$ cat src/rtl/usb_conn_mgr_pkg.sv
// Shared state encodings and next-state logic for the USB connection manager.
package usb_conn_pkg;

    typedef enum logic [1:0] {
        ST_WAIT = 2'd0,
        ST_CONN = 2'd1,
        ST_SUSP = 2'd2,
        ST_DET  = 2'd3
    } conn_state_t;

    // Transition rules. t_exp is the timer expiry of whichever state is current.
    // Detach wins over everything; in SUSP the drop timer wins over sleep falling.
    function automatic conn_state_t next_state(conn_state_t st, logic detach, logic sleep, logic t_exp);
        conn_state_t nxt;
        nxt = st;
        case (st)
            ST_WAIT: if (t_exp) nxt = ST_CONN;
            ST_CONN: begin
                if (detach)      nxt = ST_DET;
                else if (sleep)  nxt = ST_SUSP;
            end
            ST_SUSP: begin
                if (detach)      nxt = ST_DET;
                else if (t_exp)  nxt = ST_DET;
                else if (!sleep) nxt = ST_CONN;
            end
            ST_DET:  if (t_exp && !detach) nxt = ST_WAIT;
            default: nxt = ST_WAIT;
        endcase
        return nxt;
    endfunction

endpackage

$ cat src/rtl/usb_conn_mgr_if.sv
// Bus-side signals of the connection manager: suspend/detach inputs, pull-up/LED/status outputs.
interface usb_conn_mgr_if;
    logic       sleep_i;
    logic       detach_i;
    logic       usb_pu_o;
    logic       led_o;
    logic [1:0] state_o;
    logic       connected_o;

    modport master (
        output sleep_i, detach_i,
        input  usb_pu_o, led_o, state_o, connected_o
    );

    modport slave (
        input  sleep_i, detach_i,
        output usb_pu_o, led_o, state_o, connected_o
    );
endinterface

$ cat src/rtl/usb_conn_mgr_ms_timer.sv
// Millisecond timebase: clock prescaler plus a saturating millisecond counter.
module ms_timer #(
    parameter int CLKS_PER_MS = 1000,
    parameter int MS_W        = 8
) (
    input  logic            clk_i,
    input  logic            rstn_i,
    input  logic            clr_i,
    input  logic            hold_i,
    output logic            ms_tick_o,
    output logic [MS_W-1:0] ms_cnt_o
);
    localparam int PW = $clog2(CLKS_PER_MS);
    localparam logic [PW-1:0] PRESC_TC = PW'(CLKS_PER_MS - 1);

    logic [PW-1:0]   presc_q;
    logic [MS_W-1:0] cnt_q;

    assign ms_tick_o = !hold_i && (presc_q == PRESC_TC);
    assign ms_cnt_o  = cnt_q;

    // Prescaler wraps on terminal count; ms counter advances on each tick and sticks at all-ones.
    always_ff @(posedge clk_i or negedge rstn_i) begin
        if (!rstn_i) begin
            presc_q <= '0;
            cnt_q   <= '0;
        end else if (clr_i || hold_i) begin
            presc_q <= '0;
            cnt_q   <= '0;
        end else begin
            presc_q <= ms_tick_o ? '0 : presc_q + 1'b1;
            if (ms_tick_o && (cnt_q != '1))
                cnt_q <= cnt_q + 1'b1;
        end
    end
endmodule

$ cat src/rtl/usb_conn_mgr.sv
// USB connection manager: pull-up sequencing, suspend tracking, soft detach and status LED.
module usb_conn_mgr
    import usb_conn_pkg::*;
#(
    parameter int CLK_HZ          = 1_000_000,
    parameter int CONNECT_MS      = 1000,
    parameter int DETACH_MS       = 10,
    parameter int SUSPEND_DROP_MS = 0,
    parameter int LED_BLINK_LOG2  = 7,
    parameter int SYNC_STAGES     = 2
) (
    input  logic           clk_i,
    input  logic           rstn_i,
    usb_conn_mgr_if.slave  bus
);
    localparam int CLKS_PER_MS = CLK_HZ / 1000;
    localparam int MAX_A  = (CONNECT_MS > DETACH_MS) ? CONNECT_MS : DETACH_MS;
    localparam int MAX_MS = (MAX_A > SUSPEND_DROP_MS) ? MAX_A : SUSPEND_DROP_MS;
    localparam int CW     = $clog2(MAX_MS + 1);
    localparam int MS_W   = (CW > LED_BLINK_LOG2 + 1) ? CW : LED_BLINK_LOG2 + 1;

    localparam logic [MS_W-1:0] CONN_M1 = MS_W'(CONNECT_MS - 1);
    localparam logic [MS_W-1:0] DET_M1  = MS_W'(DETACH_MS - 1);
    localparam logic [MS_W-1:0] DET_N   = MS_W'(DETACH_MS);
    localparam logic [MS_W-1:0] DROP_M1 = MS_W'(SUSPEND_DROP_MS - 1);

    logic [SYNC_STAGES-1:0] sync_q;
    logic                   sleep_s;
    logic                   ms_tick;
    logic [MS_W-1:0]        ms_cnt;
    logic [MS_W-1:0]        cnt_nxt;
    logic                   tmr_clr;
    logic                   tmr_hold;
    logic                   t_exp;
    conn_state_t            state_q;
    conn_state_t            state_nxt;
    logic                   pu_q;
    logic                   led_q;
    logic                   conn_q;

    // Bring the asynchronous suspend flag into the clk_i domain.
    always_ff @(posedge clk_i or negedge rstn_i) begin
        if (!rstn_i) sync_q <= '0;
        else         sync_q <= {sync_q[SYNC_STAGES-2:0], bus.sleep_i};
    end
    assign sleep_s = sync_q[SYNC_STAGES-1];

    ms_timer #(.CLKS_PER_MS(CLKS_PER_MS), .MS_W(MS_W)) u_ms_timer (
        .clk_i    (clk_i),
        .rstn_i   (rstn_i),
        .clr_i    (tmr_clr),
        .hold_i   (tmr_hold),
        .ms_tick_o(ms_tick),
        .ms_cnt_o (ms_cnt)
    );

    // Expiry of the current state's timer. DET also counts as expired once the counter
    // has run past DETACH_MS, so a late detach release still leaves on its first free cycle.
    always_comb begin
        t_exp = 1'b0;
        case (state_q)
            ST_WAIT: t_exp = ms_tick && (ms_cnt == CONN_M1);
            ST_SUSP: t_exp = (SUSPEND_DROP_MS != 0) && ms_tick && (ms_cnt == DROP_M1);
            ST_DET:  t_exp = (ms_tick && (ms_cnt == DET_M1)) || (ms_cnt >= DET_N);
            default: t_exp = 1'b0;
        endcase
    end

    assign state_nxt = next_state(state_q, bus.detach_i, sleep_s, t_exp);
    assign tmr_clr   = (state_nxt != state_q);
    assign tmr_hold  = (state_q == ST_WAIT) && bus.detach_i;

    // Counter value after this edge, so the WAIT blink lines up with ms_cnt itself.
    assign cnt_nxt = (tmr_clr || tmr_hold)            ? '0 :
                     (ms_tick && (ms_cnt != '1))      ? ms_cnt + 1'b1 : ms_cnt;

    // State register with outputs decoded from the next state so they change on the same edge.
    always_ff @(posedge clk_i or negedge rstn_i) begin
        if (!rstn_i) begin
            state_q <= ST_WAIT;
            pu_q    <= 1'b0;
            led_q   <= 1'b0;
            conn_q  <= 1'b0;
        end else begin
            state_q <= state_nxt;
            case (state_nxt)
                ST_WAIT: begin pu_q <= 1'b0; led_q <= cnt_nxt[LED_BLINK_LOG2]; conn_q <= 1'b0; end
                ST_CONN: begin pu_q <= 1'b1; led_q <= 1'b1; conn_q <= 1'b1; end
                ST_SUSP: begin pu_q <= 1'b1; led_q <= 1'b0; conn_q <= 1'b1; end
                default: begin pu_q <= 1'b0; led_q <= 1'b0; conn_q <= 1'b0; end
            endcase
        end
    end

    assign bus.usb_pu_o    = pu_q;
    assign bus.led_o       = led_q;
    assign bus.state_o     = state_q;
    assign bus.connected_o = conn_q;
endmodule

$ cat src/flat_wrapper.sv
// flat-port wrapper written by rule: the top's interface ports become plain ports
module usb_conn_mgr_flat import usb_conn_pkg::*;
#(
    parameter int CLK_HZ          = 1_000_000,
    parameter int CONNECT_MS      = 1000,
    parameter int DETACH_MS       = 10,
    parameter int SUSPEND_DROP_MS = 0,
    parameter int LED_BLINK_LOG2  = 7,
    parameter int SYNC_STAGES     = 2
)
  (clk_i, rstn_i, bus_sleep_i, bus_detach_i, bus_usb_pu_o, bus_led_o, bus_state_o, bus_connected_o);
  usb_conn_mgr_if bus_i ();
  input  logic clk_i;
  input  logic rstn_i;
  input wire logic [$bits(bus_i.sleep_i)-1:0] bus_sleep_i;
  input wire logic [$bits(bus_i.detach_i)-1:0] bus_detach_i;
  output wire logic [$bits(bus_i.usb_pu_o)-1:0] bus_usb_pu_o;
  output wire logic [$bits(bus_i.led_o)-1:0] bus_led_o;
  output wire logic [$bits(bus_i.state_o)-1:0] bus_state_o;
  output wire logic [$bits(bus_i.connected_o)-1:0] bus_connected_o;
  assign bus_i.sleep_i = bus_sleep_i;
  assign bus_i.detach_i = bus_detach_i;
  assign bus_usb_pu_o = bus_i.usb_pu_o;
  assign bus_led_o = bus_i.led_o;
  assign bus_state_o = bus_i.state_o;
  assign bus_connected_o = bus_i.connected_o;
  usb_conn_mgr #(.CLK_HZ(CLK_HZ), .CONNECT_MS(CONNECT_MS), .DETACH_MS(DETACH_MS), .SUSPEND_DROP_MS(SUSPEND_DROP_MS), .LED_BLINK_LOG2(LED_BLINK_LOG2), .SYNC_STAGES(SYNC_STAGES)) u_core (.clk_i(clk_i), .rstn_i(rstn_i), .bus(bus_i));
endmodule
$ cat config.mk
export PLATFORM = sky130hd
export DESIGN_NAME = usb_conn_mgr_flat
export DESIGN_NICKNAME = d
export VERILOG_FILES = /design/src/rtl/usb_conn_mgr_pkg.sv /design/src/rtl/usb_conn_mgr_if.sv /design/src/rtl/usb_conn_mgr_ms_timer.sv /design/src/rtl/usb_conn_mgr.sv /design/src/flat_wrapper.sv
export SDC_FILE = /design/constraint.sdc
export NUM_CORES = 1
export LEC_CHECK = 0
export BUFFER_PORTS_ARGS = -buffer_cell sky130_fd_sc_hd__buf_2
export CAP_MARGIN = 5
export CORE_MARGIN = 2
export CORE_UTILIZATION = 60
export CTS_BUF_LIST = sky130_fd_sc_hd__clkbuf_8
export CTS_CLUSTER_DIAMETER = 80
export DETAILED_ROUTE_END_ITERATION = 8
export HOLD_SLACK_MARGIN = 0.05
export PLACE_DENSITY = 0.87
export SETUP_SLACK_MARGIN = 0.05
export SYNTH_ARGS = -nofsm -noshare
export SYNTH_HDL_FRONTEND = slang
export SYNTH_HIERARCHICAL = 1
export SYNTH_SLANG_ARGS = --single-unit
$ cat constraint.sdc
create_clock -name clk_i -period 4.25 [get_ports clk_i]
set_input_delay 0.2125 -clock clk_i [delete_from_list [all_inputs] [get_ports clk_i]]
set_output_delay 0.2125 -clock clk_i [all_outputs]
set_load 0.02 [all_outputs]
Word-level counts from Yosys, hierarchy flattened:

Cells that the tools add are included.

* bits in registers: 26
* input port bits: 4
* output and inout bits: 5
* word-level logic and storage cells: 49

* $add $sub $neg: 2
* magnitude comparators: 1
* equal/unequal tests: 10
* multiplexer cells: 15
* reduce and logical (&&, ||, !) cells: 14

Operators by type and width (number)
* 10-bit two-way mux: 4
* 10-bit by 1-bit adder with 10-bit output (second input constant): 2
* 10-bit equality test (second input constant): 2
* 2-bit two-way mux: 7
* 10-bit by 4-bit equality test with 1-bit output (second input constant): 1
* 10-bit by 4-bit >= comparator with 1-bit output (second input constant): 1
* 10-bit != test (second input constant): 1
* 2-bit case mux with 4 select lines: 1
* 2-bit equality test (second input constant): 3
* 1-bit logical AND: 6
* 2-bit by 1-bit equality test with 1-bit output (second input constant): 2
* 2-bit zero test: 2
* 1-bit case mux with 2 select lines: 2
* 1-bit zero test: 2
* 1-bit logical OR: 2
* 2-bit != test: 1
* 2-bit nonzero test: 1
* 2-bit OR reduction: 1
* 1-bit two-way mux: 1

Logic depth before layout (Yosys ltp):

* depth in word-level cells: 14
* depth in mapped cells: 16

Hierarchy:

The synthesis kept the hierarchy.

By module, submodules not included
* ms_timer: times used 1, cells each 110, area each 1049.8 um^2
* usb_conn_mgr: times used 1, cells each 72, area each 643.1 um^2

Least setup slack after synthesis:

OpenSTA, ideal clock, no wires.

* kind: register to register
* start: reg u_core.state_q[1] (netlist: u_core/bus.state_o[1])
* end: reg u_core.u_ms_timer.cnt_q[6] (netlist: u_core/u_ms_timer/ms_cnt_o[6])
* setup time: 120 ps
* arrival: 3884 ps
* required time: 4130 ps
* setup slack: 246 ps
* cell stages (with the launch flop): 17
* path buffers: 2
* cell sequence: dfrtp_1 -> inv_1 -> ha_1 -> and2_1 -> nand4b_1 -> or4_1 -> buf_2 -> inv_2 -> nand2_1 -> or4_1 -> o32ai_1 -> o22ai_2 -> o211ai_2 -> or2_2 -> clkbuf_1 -> nor2_1 -> a41o_1

* word-level cells in the longest chain between the ends: 13
* elaborated cells on any way between the ends: 25
* classes of those cells: eq/ne: 4; mux: 10; reduce/logical: 11

Ends and longest elaborated chain
* start: declaration: line usb_conn_mgr.sv:35 `conn_state_t state_q;`
* start signal: assignment: line usb_conn_mgr.sv:85 `state_q <= state_nxt;`
* 2-bit zero test (*): line usb_conn_mgr.sv:71 `assign tmr_hold = (state_q == ST_WAIT) && bus.detach_i;`
* 1-bit logical AND (*): line usb_conn_mgr.sv:71
* via u_core.tmr_hold: line usb_conn_mgr.sv:33 `logic tmr_hold;`
* 1-bit zero test (*): line usb_conn_mgr_ms_timer.sv:19 `assign ms_tick_o = !hold_i && (presc_q == PRESC_TC);`
* 1-bit logical AND (*): line usb_conn_mgr_ms_timer.sv:19
* via u_core.ms_tick: line usb_conn_mgr.sv:29 `logic ms_tick;`
* 1-bit logical AND: line usb_conn_mgr.sv:64 `ST_DET: t_exp = (ms_tick && (ms_cnt == DET_M1)) || (ms_cnt >= DET_N);`
* 1-bit logical OR: line usb_conn_mgr.sv:64
* 1-bit case mux with 2 select lines (*): line usb_conn_mgr.sv:61 `case (state_q)`
* 2-bit two-way mux or 1-bit logical AND (tied branches): line usb_conn_mgr_pkg.sv:24, usb_conn_mgr_pkg.sv:27
* 2-bit two-way mux (on tied branches): line usb_conn_mgr_pkg.sv:23, usb_conn_mgr_pkg.sv:27
* 2-bit case mux with 4 select lines (*): line usb_conn_mgr_pkg.sv:16 `case (st)`
* 2-bit != test (*): line usb_conn_mgr.sv:70 `assign tmr_clr = (state_nxt != state_q);`
* via u_core.tmr_clr: line usb_conn_mgr.sv:32 `logic tmr_clr;`
* 1-bit logical OR (*): line usb_conn_mgr_ms_timer.sv:27 `end else if (clr_i || hold_i) begin`
* 10-bit two-way mux or 2-bit nonzero test (tied branches)
* end signal: assignment: line usb_conn_mgr_ms_timer.sv:33 `cnt_q <= cnt_q + 1'b1;`
* end: declaration: line usb_conn_mgr_ms_timer.sv:17 `logic [MS_W-1:0] cnt_q;`

The timed path passes the listed nets; every way through them passes the cells marked *.
A chain may end at the register's enable or synchronous reset.

Worst setup path in the final report:

* start: reg u_core.state_q[0] (netlist: u_core/bus.state_o[0])
* end: reg u_core.u_ms_timer.cnt_q[6] (netlist: u_core/u_ms_timer/ms_cnt_o[6])

Same word-level chain as after synthesis.

==> flow_summary.json <==
{
  "ioPinCount": 9,
  "synth_area_leader_cell": "dfrtp_1",
  "finalMaxSlewViolations": 0,
  "synth.top_cell.area_share_pct": 38.4,
  "required_ns": 4.47,
  "ys_seq_elements": 26,
  "worstPathArrival_ns": 4.17,
  "ys_seq_area_share_pct": 38.4,
  "antennaDiodeCount": 0,
  "max_slew_margin_pct": 59.6,
  "setup.worst_path.end_class": "register",
  "clkSlewWorstSetupHoldPaths_ns": 0.09,
  "drtPass1Iterations": 5,
  "clockBufferDepth": 2,
  "postRouteWirelength_um": 4010,
  "drc": 0,
  "critPathKind": "reg2reg",
  "clock.fmax_mhz": 253,
  "cts_max_level": 1,
  "die_h_um": 57.1,
  "setup_viol": 0,
  "syn_avg_cell_area_um2": 9.30,
  "yosysUniqueCellTypes": 53,
  "stdcell_count": 225,
  "synth_cells": 182,
  "synthTopCellsByArea": "dfrtp_1 38%, ha_1 6.7%, nor2_1 3.8%",
  "clk_latency_ns": 0.27,
  "fin_nets": 208,
  "syn_area_mm2": 0.00169,
  "rsz0062_at_grt": "no",
  "grt_pass1_wl_um": 6600,
  "numCtsBuffers": 3,
  "portBuffers": 8,
  "wl_per_cell_um": 17.8,
  "hp-class": "reg2reg",
  "synthTopCellsByCount": "26 x dfrtp_1, 17 x nor2_1, 14 x nand2_1",
  "post-cts-setup-buffers": 0,
  "core_mm2": 0.00271,
  "setup_tns_ns": 0,
  "synth.most_common_cell": "dfrtp_1",
  "critPathMaxFanout": 11,
  "synth_flop_cell": "dfrtp_1",
  "drt_iter0_markers": 165,
  "root_buffer": "clkbuf_8",
  "synth_edf_count": 0,
  "cp_common_cell": "or4_1",
  "grt_pass1_vias": 1465,
  "gp_congestion": 0.901,
  "die_area_mm2": 0.00326,
  "timing.final.crit_period_ns": 3.95,
  "crit_path_cell_trace": "inv_1, ha_1, and2_1, nand4b_1, or4_1, inv_2, nand2_1, or4_1, o32ai_2, o221a_1, o211ai_2, or2_2, nor2_1, a41o_1",
  "start_util_pct": 62.5,
  "hpwl_um": 2680,
  "vias": 1557,
  "die_w_um": 57.1,
  "vdd_drop_max_mv": 0.265,
  "clock_sinks": 26,
  "antenna_found_initial": 0,
  "power.density_mw_per_mm2": 234,
  "tightest_slew_ns": 0.601,
  "hold_violations": 0,
  "syn_to_final_growth_pct": 9.31,
  "drive_gt1_share_pct": 16.0,
  "crit_path_max_incr_delay_ns": 0.58,
  "crit_slowest_cell": "or4_1",
  "cap_violations": 0,
  "async_reset_ff_share_pct": 100,
  "finalCritPeriodShare_pct": 93.0,
  "fp-row-count": 19,
  "skew_ns": 0.00303,
  "p_leak_nw": 0.831,
  "syn_nets": 195,
  "synth.yosys.warnings": 6,
  "avgViaCountPerCell": 6.92,
  "start_kind": "register",
  "grtUsageTotal_pct": 26.1,
  "grt_start_max_net_pins": 27,
  "ant_nets": 0,
  "outcome": "finished, final reports clean",
  "cts_tree": "yes",
  "overflow": 0,
  "placed_cells": 219
}
==> placed cells by master (no fill, tap or decap), types with 2 or more instances in the layout <==
master and n:
dfrtp_1 24, nor2_1 16, nand2_1 14, inv_1 13, nand3_1 9, nor3_1 9, ha_1 9, buf_2 8
a21oi_1 8, xnor2_1 6, o21ai_0 5, clkbuf_8 4, and3_1 4, or3_1 4, nand4_1 3, or4_1 3
and2_1 3, a41o_1 3, dlygate4sd3_1 2, nand3b_1 2, a211oi_1 2, nor4_1 2, nand2b_1 2, a21o_1 2
a211o_1 2, dfrtp_2 2, xor2_1 2, a31oi_1 2, o31ai_1 2
==> final timing paths <==
| path | startpoint | to | slack (ns) | cells after the start |
|---|---|---|---|---|
| worst min-delay path | u_core/sync_q[0]$_DFF_PN0_ | u_core/sync_q[1]$_DFF_PN0_ | 0.36 | 0 |
| worst max register to register | u_core/bus.state_o[0]$_DFF_PN0_ | u_core/u_ms_timer/ms_cnt_o[6]$_DFFE_PN0P_ | 0.30 | 14 |
| max in group asynchronous | rstn_i | u_core/bus.state_o[1]$_DFF_PN0_ | 3.40 | 2 |
| worst max-delay path | u_core/bus.state_o[0]$_DFF_PN0_ | u_core/u_ms_timer/ms_cnt_o[6]$_DFFE_PN0P_ | 0.30 | 14 |
| worst min register to register | u_core/sync_q[0]$_DFF_PN0_ | u_core/sync_q[1]$_DFF_PN0_ | 0.36 | 0 |
| min in group asynchronous | rstn_i | u_core/u_ms_timer/presc_q[8]$_DFF_PN0_ | 0.46 | 2 |
==> area by class of cell <==
type	instances	area [um^2]
Sequential cell	26	653
Clock buffer	4	55.1
Multi-Input combinational cell	139	983
Inverter	14	52.6
Tap cell	31	38.8
Timing Repair Buffer	11	67.6
Fill cell	215	860
==> state kept, by name (all words and copies together), names as in the netlist <==
register and count:
u_core/sync_q 2, u_core/bus.led_o 1, u_core/bus.connected_o 1, u_core/u_ms_timer/presc_q 10, u_core/bus.state_o 2, u_core/u_ms_timer/ms_cnt_o 10
==> metrics by stage <==
| step | util, % | cell area, um^2 | worst slack, ns | hold slack [ns] | power (mW) |
|---|---|---|---|---|---|
| after floorplan | - | 1690 | 0.246 | -0.0831 | 0.266 |
| after global placement | 65.1 | 1760 | 0.416 | 0.224 | 0.274 |
| after detailed placement | 65.1 | 1760 | 0.219 | 0.232 | 0.276 |
| after CTS | 67.8 | 1840 | 0.188 | 0.364 | 0.434 |
| after global routing | 68.3 | 1850 | 0.0624 | 0.371 | 0.445 |
| final | 68.3 | 1850 | 0.297 | 0.358 | 0.433 |
==> power breakdown <==
group / internal [mW] / switching, mW / total (mW)
Sequential: 0.250 / 0.00306 / 0.253
Clock: 0.0829 / 0.0768 / 0.160
Combinational: 0.00653 / 0.0130 / 0.0195
==> critical path, delay by kind of cell, from the launching register on <==
family | cells | cell delay [ns]
simple gates | 7 | 2.09
flops | 1 | 0.45
compound gates | 4 | 0.91
buf+inv | 2 | 0.22
fa+ha+maj | 1 | 0.22
==> cell families (layout without fill, tap and decap cells) <==
family          after synthesis  count (layout)  synth area share, %
flops                        26              26                 38.4
fa+ha+maj                     9               9                 6.65
mux                           1               1                0.591
compound gates               39              39                 19.1
xor+xnor                      8               8                 4.14
buf+inv                      17              29                 4.06
simple gates                 82              82                 27.0
==> layer usage <==
metal | up-vias | track usage (%) | routed length, um
li1 | 700 | - | -
met1 | 730 | 34.4 | 1530
met2 | 113 | 44.0 | 2010
met3 | 14 | 2.04 | 388
met4 | 0 | 12.3 | 90
met5 | - | 0 | 0
==> what timing repair did <==
item | CTS | global route
hold buffers | 2 | 0
resized for setup | 0 | 4
setup endpoints to repair | 0 | 17
endpoints found under the hold margin | 27 | 0
No activity file was read; power rests on OpenSTA's default activity.
